**src/rtl/ram32_byte_bridge.sv**
```systemverilog
`timescale 1ns/1ps
// Byte-serial command front end for the 32x32 RAM macro; read words stream back LSB first.
// Define BRIDGE_BYTE_MASK_EN to take a byte-enable mask byte after each write command.
module ram32_byte_bridge #(
  parameter int TIMEOUT = 255,
  parameter int CNT_W   = 8
) (
  input  logic        CLK,
  input  logic        RST_N,
  input  logic [7:0]  IN_DATA,
  input  logic        IN_VALID,
  output logic        IN_READY,
  output logic [7:0]  OUT_DATA,
  output logic        OUT_VALID,
  input  logic        OUT_READY,
  output logic        ABORT,
  output logic        RAM_EN,
  output logic [3:0]  RAM_WE,
  output logic [4:0]  RAM_A,
  output logic [31:0] RAM_DI,
  input  logic [31:0] RAM_DO
);

  typedef enum logic [2:0] {
    IDLE,
`ifdef BRIDGE_BYTE_MASK_EN
    WMASK,
`endif
    WDATA,
    WRITE,
    RREQ,
    RCAP,
    RSEND
  } state_t;

`ifdef BRIDGE_BYTE_MASK_EN
  localparam state_t FIRST_W = WMASK;
`else
  localparam state_t FIRST_W = WDATA;
`endif

  state_t           state;
  state_t           state_nxt;
  logic             live;
  logic             accepting;
  logic             in_xfer;
  logic             out_xfer;
  logic             to_hit;
  logic             do_abort;
  logic             abort_q;
  logic [4:0]       addr;
  logic [31:0]      wdata;
  logic [31:0]      shreg;
  logic [1:0]       bcnt;
  logic [1:0]       ocnt;
  logic [CNT_W-1:0] cnt;
  logic [3:0]       we_word;

`ifdef BRIDGE_BYTE_MASK_EN
  logic [3:0] mask;
  assign we_word = mask;
`else
  assign we_word = 4'hF;
`endif

  // live holds IN_READY low until the first edge after reset release
  always_comb begin
    accepting = (state == IDLE) || (state == WDATA);
`ifdef BRIDGE_BYTE_MASK_EN
    if (state == WMASK) accepting = 1'b1;
`endif
  end

  assign IN_READY  = live && accepting;
  assign in_xfer   = IN_VALID && IN_READY;
  assign OUT_VALID = (state == RSEND);
  assign out_xfer  = OUT_VALID && OUT_READY;
  assign OUT_DATA  = shreg[7:0];
  assign ABORT     = abort_q;
  assign RAM_EN    = (state == WRITE) || (state == RREQ);
  assign RAM_WE    = (state == WRITE) ? we_word : 4'h0;
  assign RAM_A     = addr;
  assign RAM_DI    = wdata;
  assign to_hit    = (TIMEOUT != 0) && ((cnt + 1'b1) == CNT_W'(TIMEOUT));

  always_ff @(posedge CLK or negedge RST_N) begin
    if (!RST_N) state <= IDLE;
    else        state <= state_nxt;
  end

  // An accepted byte always beats a timeout expiring on the same edge
  always_comb begin
    state_nxt = state;
    do_abort  = 1'b0;
    case (state)
      IDLE: if (in_xfer) state_nxt = IN_DATA[7] ? FIRST_W : RREQ;
`ifdef BRIDGE_BYTE_MASK_EN
      WMASK: begin
        if (in_xfer) begin
          state_nxt = WDATA;
        end else if (to_hit) begin
          state_nxt = IDLE;
          do_abort  = 1'b1;
        end
      end
`endif
      WDATA: begin
        if (in_xfer) begin
          if (bcnt == 2'd3) state_nxt = WRITE;
        end else if (to_hit) begin
          state_nxt = IDLE;
          do_abort  = 1'b1;
        end
      end
      WRITE: state_nxt = IDLE;
      RREQ:  state_nxt = RCAP;
      RCAP:  state_nxt = RSEND;
      RSEND: if (out_xfer && ocnt == 2'd3) state_nxt = IDLE;
      default: state_nxt = IDLE;
    endcase
  end

  always_ff @(posedge CLK or negedge RST_N) begin
    if (!RST_N) begin
      live    <= 1'b0;
      abort_q <= 1'b0;
      addr    <= '0;
      wdata   <= '0;
      shreg   <= '0;
      bcnt    <= '0;
      ocnt    <= '0;
      cnt     <= '0;
`ifdef BRIDGE_BYTE_MASK_EN
      mask    <= '0;
`endif
    end else begin
      live    <= 1'b1;
      abort_q <= do_abort;
      case (state)
        IDLE: begin
          if (in_xfer) begin
            addr <= IN_DATA[4:0];
            bcnt <= '0;
            cnt  <= '0;
          end
        end
`ifdef BRIDGE_BYTE_MASK_EN
        WMASK: begin
          if (in_xfer) begin
            mask <= IN_DATA[3:0];
            cnt  <= '0;
          end else begin
            cnt <= cnt + 1'b1;
          end
        end
`endif
        WDATA: begin
          if (in_xfer) begin
            wdata[{bcnt, 3'b000} +: 8] <= IN_DATA;
            bcnt <= bcnt + 1'b1;
            cnt  <= '0;
          end else begin
            cnt <= cnt + 1'b1;
          end
        end
        // RAM output register is valid only in this cycle
        RCAP: begin
          shreg <= RAM_DO;
          ocnt  <= '0;
        end
        RSEND: begin
          if (out_xfer) begin
            shreg <= {8'h00, shreg[31:8]};
            ocnt  <= ocnt + 1'b1;
          end
        end
        default: ;
      endcase
    end
  end

endmodule

```
**config.mk**
```make
export PLATFORM = sky130hd
export DESIGN_NAME = ram32_byte_bridge
export DESIGN_NICKNAME = d
export VERILOG_FILES = /design/src/rtl/ram32_byte_bridge.sv
export SDC_FILE = /design/constraint.sdc
export NUM_CORES = 1
export LEC_CHECK = 0
export CORE_UTILIZATION = 55
export CTS_BUF_LIST = sky130_fd_sc_hd__clkbuf_4 sky130_fd_sc_hd__clkbuf_8
export DETAILED_ROUTE_END_ITERATION = 6
export GPL_TIMING_DRIVEN = 0
export PLACE_DENSITY_LB_ADDON = 0.12
export SYNTH_ARGS = -nofsm -noshare
export SYNTH_HDL_FRONTEND = slang
export SYNTH_SLANG_ARGS = --single-unit
```
**constraint.sdc**
```tcl
create_clock -name CLK -period 3.6 [get_ports CLK]
set_input_delay 0.36 -clock CLK [delete_from_list [all_inputs] [get_ports CLK]]
set_output_delay 0.36 -clock CLK [all_outputs]
set_load 0.02 [all_outputs]
```
# --- After elaboration in Yosys (flattened, before gate mapping) ---
# Index checks and enable logic that the tools add are counted.
word_totals:
  register_bits: 86
  latch_bits: 0
  mem_bits_rw: 0
  mem_bits_ro: 0
  in_bits: 44
  out_inout_bits: 53
  wordCells: 66
  memories: 0
op_classes:
  n_addsub: 4
  n_mul: 0
  n_div: 0
  n_lt_le_gt_ge: 0
  n_eq_ne: 14
  shift: 2
  n_mux: 22
  bitwise_logic: 0
  n_reduce_logical: 15
ops:
  columns: ["op", "n"]
  rows:
  - ["case mux 32 bit (2 select lines)", 1]
  - ["bitwise mux 32 bit", 1]
  - ["2-to-1 mux 32 bit", 1]
  - ["variable shift 8 x 7 -> 32 bit, first input constant", 1]
  - ["indexed part select 8 x 7 -> 32 bit", 1]
  - ["2-to-1 mux 8 bit", 2]
  - ["case mux 8 bit (2 select lines)", 1]
  - ["2-to-1 mux 3 bit", 5]
  - ["case mux 3 bit (5 select lines)", 1]
  - ["adder 8 x 1 -> 8 bit, second input constant", 1]
  - ["equality test 8 bit, second input constant", 1]
  - ["2-to-1 mux 2 bit", 4]
  - ["case mux 2 bit (2 select lines)", 2]
  - ["AND reduction 2 bit", 4]
  - ["negator 5 -> 7 bit", 1]
  - ["equality test 3 x 2 -> 1 bit, second input constant", 2]
  - ["equality test 3 bit, second input constant", 2]
  - ["adder 2 x 1 -> 2 bit, second input constant", 2]
  - ["equality test 2 bit, second input constant", 2]
  - ["logical AND 1 bit", 4]
  - ["2-to-1 mux 4 bit", 1]
  - ["inequality test 2 x 1 -> 1 bit, second input constant", 2]
  - ["inequality test 2 bit, second input constant", 2]
  - ["AND reduction 4 bit", 1]
  - ["8 further kinds", 12]

# --- Longest topological paths before layout ---
logic_depth:
  word_depth: 6
  depth_mapped: 9
  mapped_depth_nobuf: 5

# --- Worst setup path before layout ---
# OpenSTA, ideal clock, no wires.
synth_path:
  kind: "register -> register"
  startpoint: "register bcnt[0]"
  endpoint: "register wdata[0], in the netlist RAM_DI[0]"
  setup_ps: 83
  arrival_ps: 1639
  required_ps: 3517
  path_slack_ps: 1878
  stages_incl_launch_ff: 6
  n_path_buf: 0
  period_less_slack_ps: 1722
  cell_sequence: "dfrtp_1 inv_1 ha_1 nor3b_1 nand2_1 o21ai_0"
synth_via:
  elab_chain_len: 3
  elab_cells_between_ends: 4
  cone_classes: "1 x add/sub; 2 x shift; 1 x mux"
synth_lines:
  columns: ["item", "line", "rtl"]
  rows:
  - ["start, declared", "54", "logic [1:0] bcnt;"]
  - ["start signal, assigned", "160", "bcnt <= bcnt + 1'b1;"]
  - ["negator 5 -> 7 bit *", "159", "wdata[{bcnt, 3'b000} +: 8] <= IN_DATA;"]
  - ["indexed part select 8 x 7 -> 32 bit or variable shift 8 x 7 -> 32 bit (tied branches)", "159", null]
  - ["bitwise mux 32 bit *", "159", null]
  - ["end signal, assigned", "128", "wdata <= '0;"]
  - ["end signal, assigned by index", "159", null]
  - ["end, declared", "52", "logic [31:0] wdata;"]
# Every way passes the cells marked *; elsewhere a longest branch is shown, timed or not.
# A chain may end at the register's enable or synchronous reset.

# --- Worst setup path in the final report ---
layout_path:
  startpoint: "register state[2]"
  endpoint: "output port IN_READY"
layout_via:
  elab_chain_len: 3
  elab_cells_between_ends: 4
  cone_classes: "1 x eq/ne; 3 x reduce/logical"
layout_lines:
  columns: ["item", "line", "rtl"]
  rows:
  - ["start, declared", "42", "state_t state;"]
  - ["start signal, assigned", "88", "else state <= state_nxt;"]
  - ["equality test 3 x 1 -> 1 bit or logical NOT 3 bit (tied branches)", "68", "accepting = (state == IDLE) || (state == WDATA);"]
  - ["logical OR 1 bit *", "68", null]
  - ["logical AND 1 bit *", "74", "assign IN_READY = live && accepting;"]
  - ["end, declared", "12", "output logic IN_READY,"]
# Marks and branches as above.

==> impl_summary.txt <==
----------------------------------------------------
[Status]
  Outcome ... finished, final reports clean

[Power]
  Share of total power in sequential cells ... 0.375
  Power Internal ... 0.002513 W
  Power dissipated by switching net loads ... 0.001542 W
  Lkg Pwr ... 2.417 nW
  Power per Cell Area ... 770.1 nW/µm²
  Sw Ratio ... 0.3802
  Clock power share ... 0.171
  Combinational share of power ... 0.454
  Max VDD drop ... between 400 and 500 µV

[STA]
  Number of setup violations in the final report ... 0
  Worst slew pin tran ... 1.032 ns
  Normalized max-slew margin ... 0.3105
  Crit path setup slack, layout ... approximately 1.2 ns
  Tmin final ... ~2.4 ns
  Final worst path period share ... 0.6601
  RSZ-0062 raised after global routing ... no
  Maximum frequency from static timing analysis ... 420.8 MHz
  Slew Viols, Final ... 0
  Number of hold violations in the final report ... 0
  Tightest hold margin ... 0.4709 ns
  Clk_skew ... 0.009423 ns

[Clock tree]
  Clock-pin slew of the registers on the worst-case setup and hold paths ... 0.09 ns
  TritonCTS clock tree ... done
  Number of buffers inserted during clock tree synthesis ... 9
  Insertion delay to the later sink of the worst-skew pair ... roughly 0.36 ns
  CTS Root Cell ... clkbuf_8
  Post-CTS Setup Inserts ... 0
  Clock Tree Buf Depth ... 2
  Clk sinks ... 86
  Total number of H-tree levels ... 3

[Setup path]
  Slowest cell on crit path ... clkdlybuf4s50_1
  Critical path destination ... IN_READY
  Internal reg-to-reg setup slack ... 1.32 ns
  Largest fanout on the critical path ... 10
  Worst Path Class, Setup ... flip-flop to output pin
  Crit. Startpoint ... state[2]
  Ordered cell list for the critical path ... buf_2, nor2_1, and2_1, clkdlybuf4s50_1
  Critical Path End Type ... output pin
  Worst EP required ... 3.24 ns
  Worst r2r path cells ... 5
  R2R Path End ... RAM_DI[0]
  Worst reg2reg path startpoint ... bcnt[0]
  Critical path data arrival time ... approximately 2.0 ns
  Largest incremental delay on the critical path ... 0.60 ns
  Critical Path Source Type ... flip-flop

[Detailed routing]
  Remaining antenna violation count after routing ... 0
  Detailed Route WL ... 9.163 mm
  DRC errors left ... 0
  Initial DRC Count ... 163
  Average wire per cell in the routed design ... 15.20 µm
  Number of vias per cell after detailed routing ... 5.418
  Total via count after detailed routing ... about 3300
  Initial DRT Pass Iterations ... 4

[Global route]
  Number of global-route vias before repair ... 3151
  Total routing usage reported by global routing ... 0.2639
  Global-route wire length before repair ... 14.99 mm
  Total congestion overflow after global routing ... 0
  Initial antenna violation count ... 0
  Largest net degree at the start of global routing ... slightly below 60

[Yosys]
  Fraction of the yosys area taken by sequential cells ... 0.5441
  Proportion of synthesized flip-flops having asynchronous set or reset ... 1.000
  Fraction of the mapped netlist area in adder cells ... 0.02531
  Fraction of the mapped netlist area in simple logic gates ... 0.1645
  Cell taking the most area after synthesis ... dfrtp_1
  Synth cell types ... 44
  Count of warnings emitted by yosys ... 0
  Area contributors post-synth ... dfrtp_1 54%, nand2_1 9.5%, o21ai_0 8.1%
  Multiplexer share of the synthesized area ... 0.07498
  Area fraction in compound gates after synthesis ... 0.1338
  Share of the synthesized area in the top cell type ... 0.5441
  Combinational family with the most area after synthesis ... simple AND/OR/NAND/NOR gates
  Number of nets produced by synthesis ... between 400 and 500
  Synth Area in XOR/XNOR ... 0.006643
  Post-synthesis area per instance ... 10.01 µm²
  Post-synthesis instance area ... 3955 µm²
  Post-synth EDFFs ... 0
  Main flop type after synthesis ... dfrtp_1
  Number of flip-flops and latches in the synthesized netlist ... 86
  Gate count of the mapped netlist ... slightly below 400

[Die]
  Core Rows ... 30
  Floorplan die area ... 7534 µm²
  Die width ... 86.80 µm
  I/O pins ... 97
  Y dimension of the die ... a little under 90 µm
  Initial Util ... 0.5758
  CORE AREA ... 6869 µm²

[Placement]
  Instance area after placement ... a little over 5000 µm²
  Gpl congestion ... between 0.8 and 0.9
  Post-detail-place hpwl ... between 6 and 7 mm
  Placed Cells ... approximately 590
  Worst slack at placement ... between 1 and 1.5 ns
  Count of buffers from port buffering ... 96

[Cells and area]
  Leading cell type in the layout, fill and taps excluded ... nand2_1
  Fraction of layout instances using a drive strength above 1 ... 0.1026
  Non-filler instance count after layout ... 603
  Layout net count ... 556
  Finished layout cell area ... 5266 µm²
  Diode count ... 0
  Footprint of the multi-input gates ... about 1600 µm²
  Area grow syn2layout ... 33.15%
  Count of filler cells inserted in the layout ... 490
  Footprint of the flip-flops and latches ... 2152 µm²
  Top library cells by usage in the layout, fill and taps aside ... 100 x nand2_1, 95 x clkdlybuf4s50_1, 86 x dfrtp_1

[Min path]
  Worst min-delay path class ... input pin to async pin

[Run]
  Number of maximum-capacitance constraint violations ... 0

----------------------------------------------------
==> how the worst min path moves through the flow <==
stage	endpoint	slack, ns	cells after the start
after global placement	shreg[17]	0.46	2
after detailed placement	shreg[3]	0.31	1
after floorplan	ABORT	0.06	0
after global routing	shreg[3]	0.50	2
after CTS	shreg[3]	0.48	2
final	shreg[3]	0.47	2
==> area by class of cell <==
class | instances | share of cell area
Sequential cell | 86 | 0.4086
Multi-Input combinational cell | 275 | 0.3051
Timing Repair Buffer | 98 | 0.1891
Buffer | 28 | 0.03302
Clock buffer | 11 | 0.02875
Tap cell | 96 | 0.02281
Clock inverter | 3 | 0.008316
Inverter | 6 | 0.004277
==> synthesized netlist by cell type (3+ instances only) <==
library cell and n:
nand2_1 100, dfrtp_1 86, o21ai_0 64, mux2i_1 24
buf_4 17, nor2_1 13, a22o_1 10, ha_1 8
nand3_1 8, clkbuf_1 7, inv_1 5, mux2_2 5
buf_2 4, and2_1 3, nor3b_1 3, o21ai_1 3
==> state kept, by name (all words and copies together), names as in the netlist, 2 cells and up <==
signal and cells:
RAM_A 5, RAM_DI 32, bcnt 2, cnt 8
ocnt 2, shreg 32, state 3
==> critical path, delay by kind of cell (launching register included) <==
kind          cells  cell delay [ns]
buf+inv           2             0.79
flops             1             0.39
simple gates      2             0.48
==> metal layers <==
metal / wire length, µm / global-route usage / vias up
met4: 241 / 0.1212 / 0
met3: 532 / 0.04857 / 21
li1: - / - / 1558
met2: 4443 / 0.4188 / 111
met5: 0 / 0 / -
met1: 3945 / 0.3541 / 1577
==> kinds of logic after synthesis <==
group / after synthesis
AND/OR/NAND/NOR: 144
AO/OA/AOI/OAI: 90
flip-flops: 86
buffers and inverters: 34
multiplexers: 29
adder cells (fa/ha/maj): 8
XOR/XNOR: 3
other: 1
==> stage by stage <==
stage / utilization / total power, W / TNS, ns
floorplan: - / 0.002667 / 0
global placement: 0.7332 / 0.003301 / -74.11
detailed placement: 0.7368 / 0.003376 / 0
CTS: 0.7667 / 0.004070 / 0
global route: 0.7667 / 0.004325 / 0
finish: 0.7667 / 0.004055 / 0
==> power groups by stage <==
stage	combinational, W	sequential (W)	clock [W]
2_1_floorplan	0.00101	0.00166	0
3_3_place_gp	0.00178	0.00152	0
3_5_place_dp	0.00184	0.00154	0
4_1_cts	0.00185	0.00152	0.000694
5_1_grt	0.00203	0.00156	0.000734
6_report	0.00184	0.00152	0.000694
==> timing repair <==
action / in CTS / in global routing
resized for setup: 0 / 0
hold buffers: 1 / 0
endpoints found under the hold margin: 29 / 0
(Power assumes the default switching activity.)
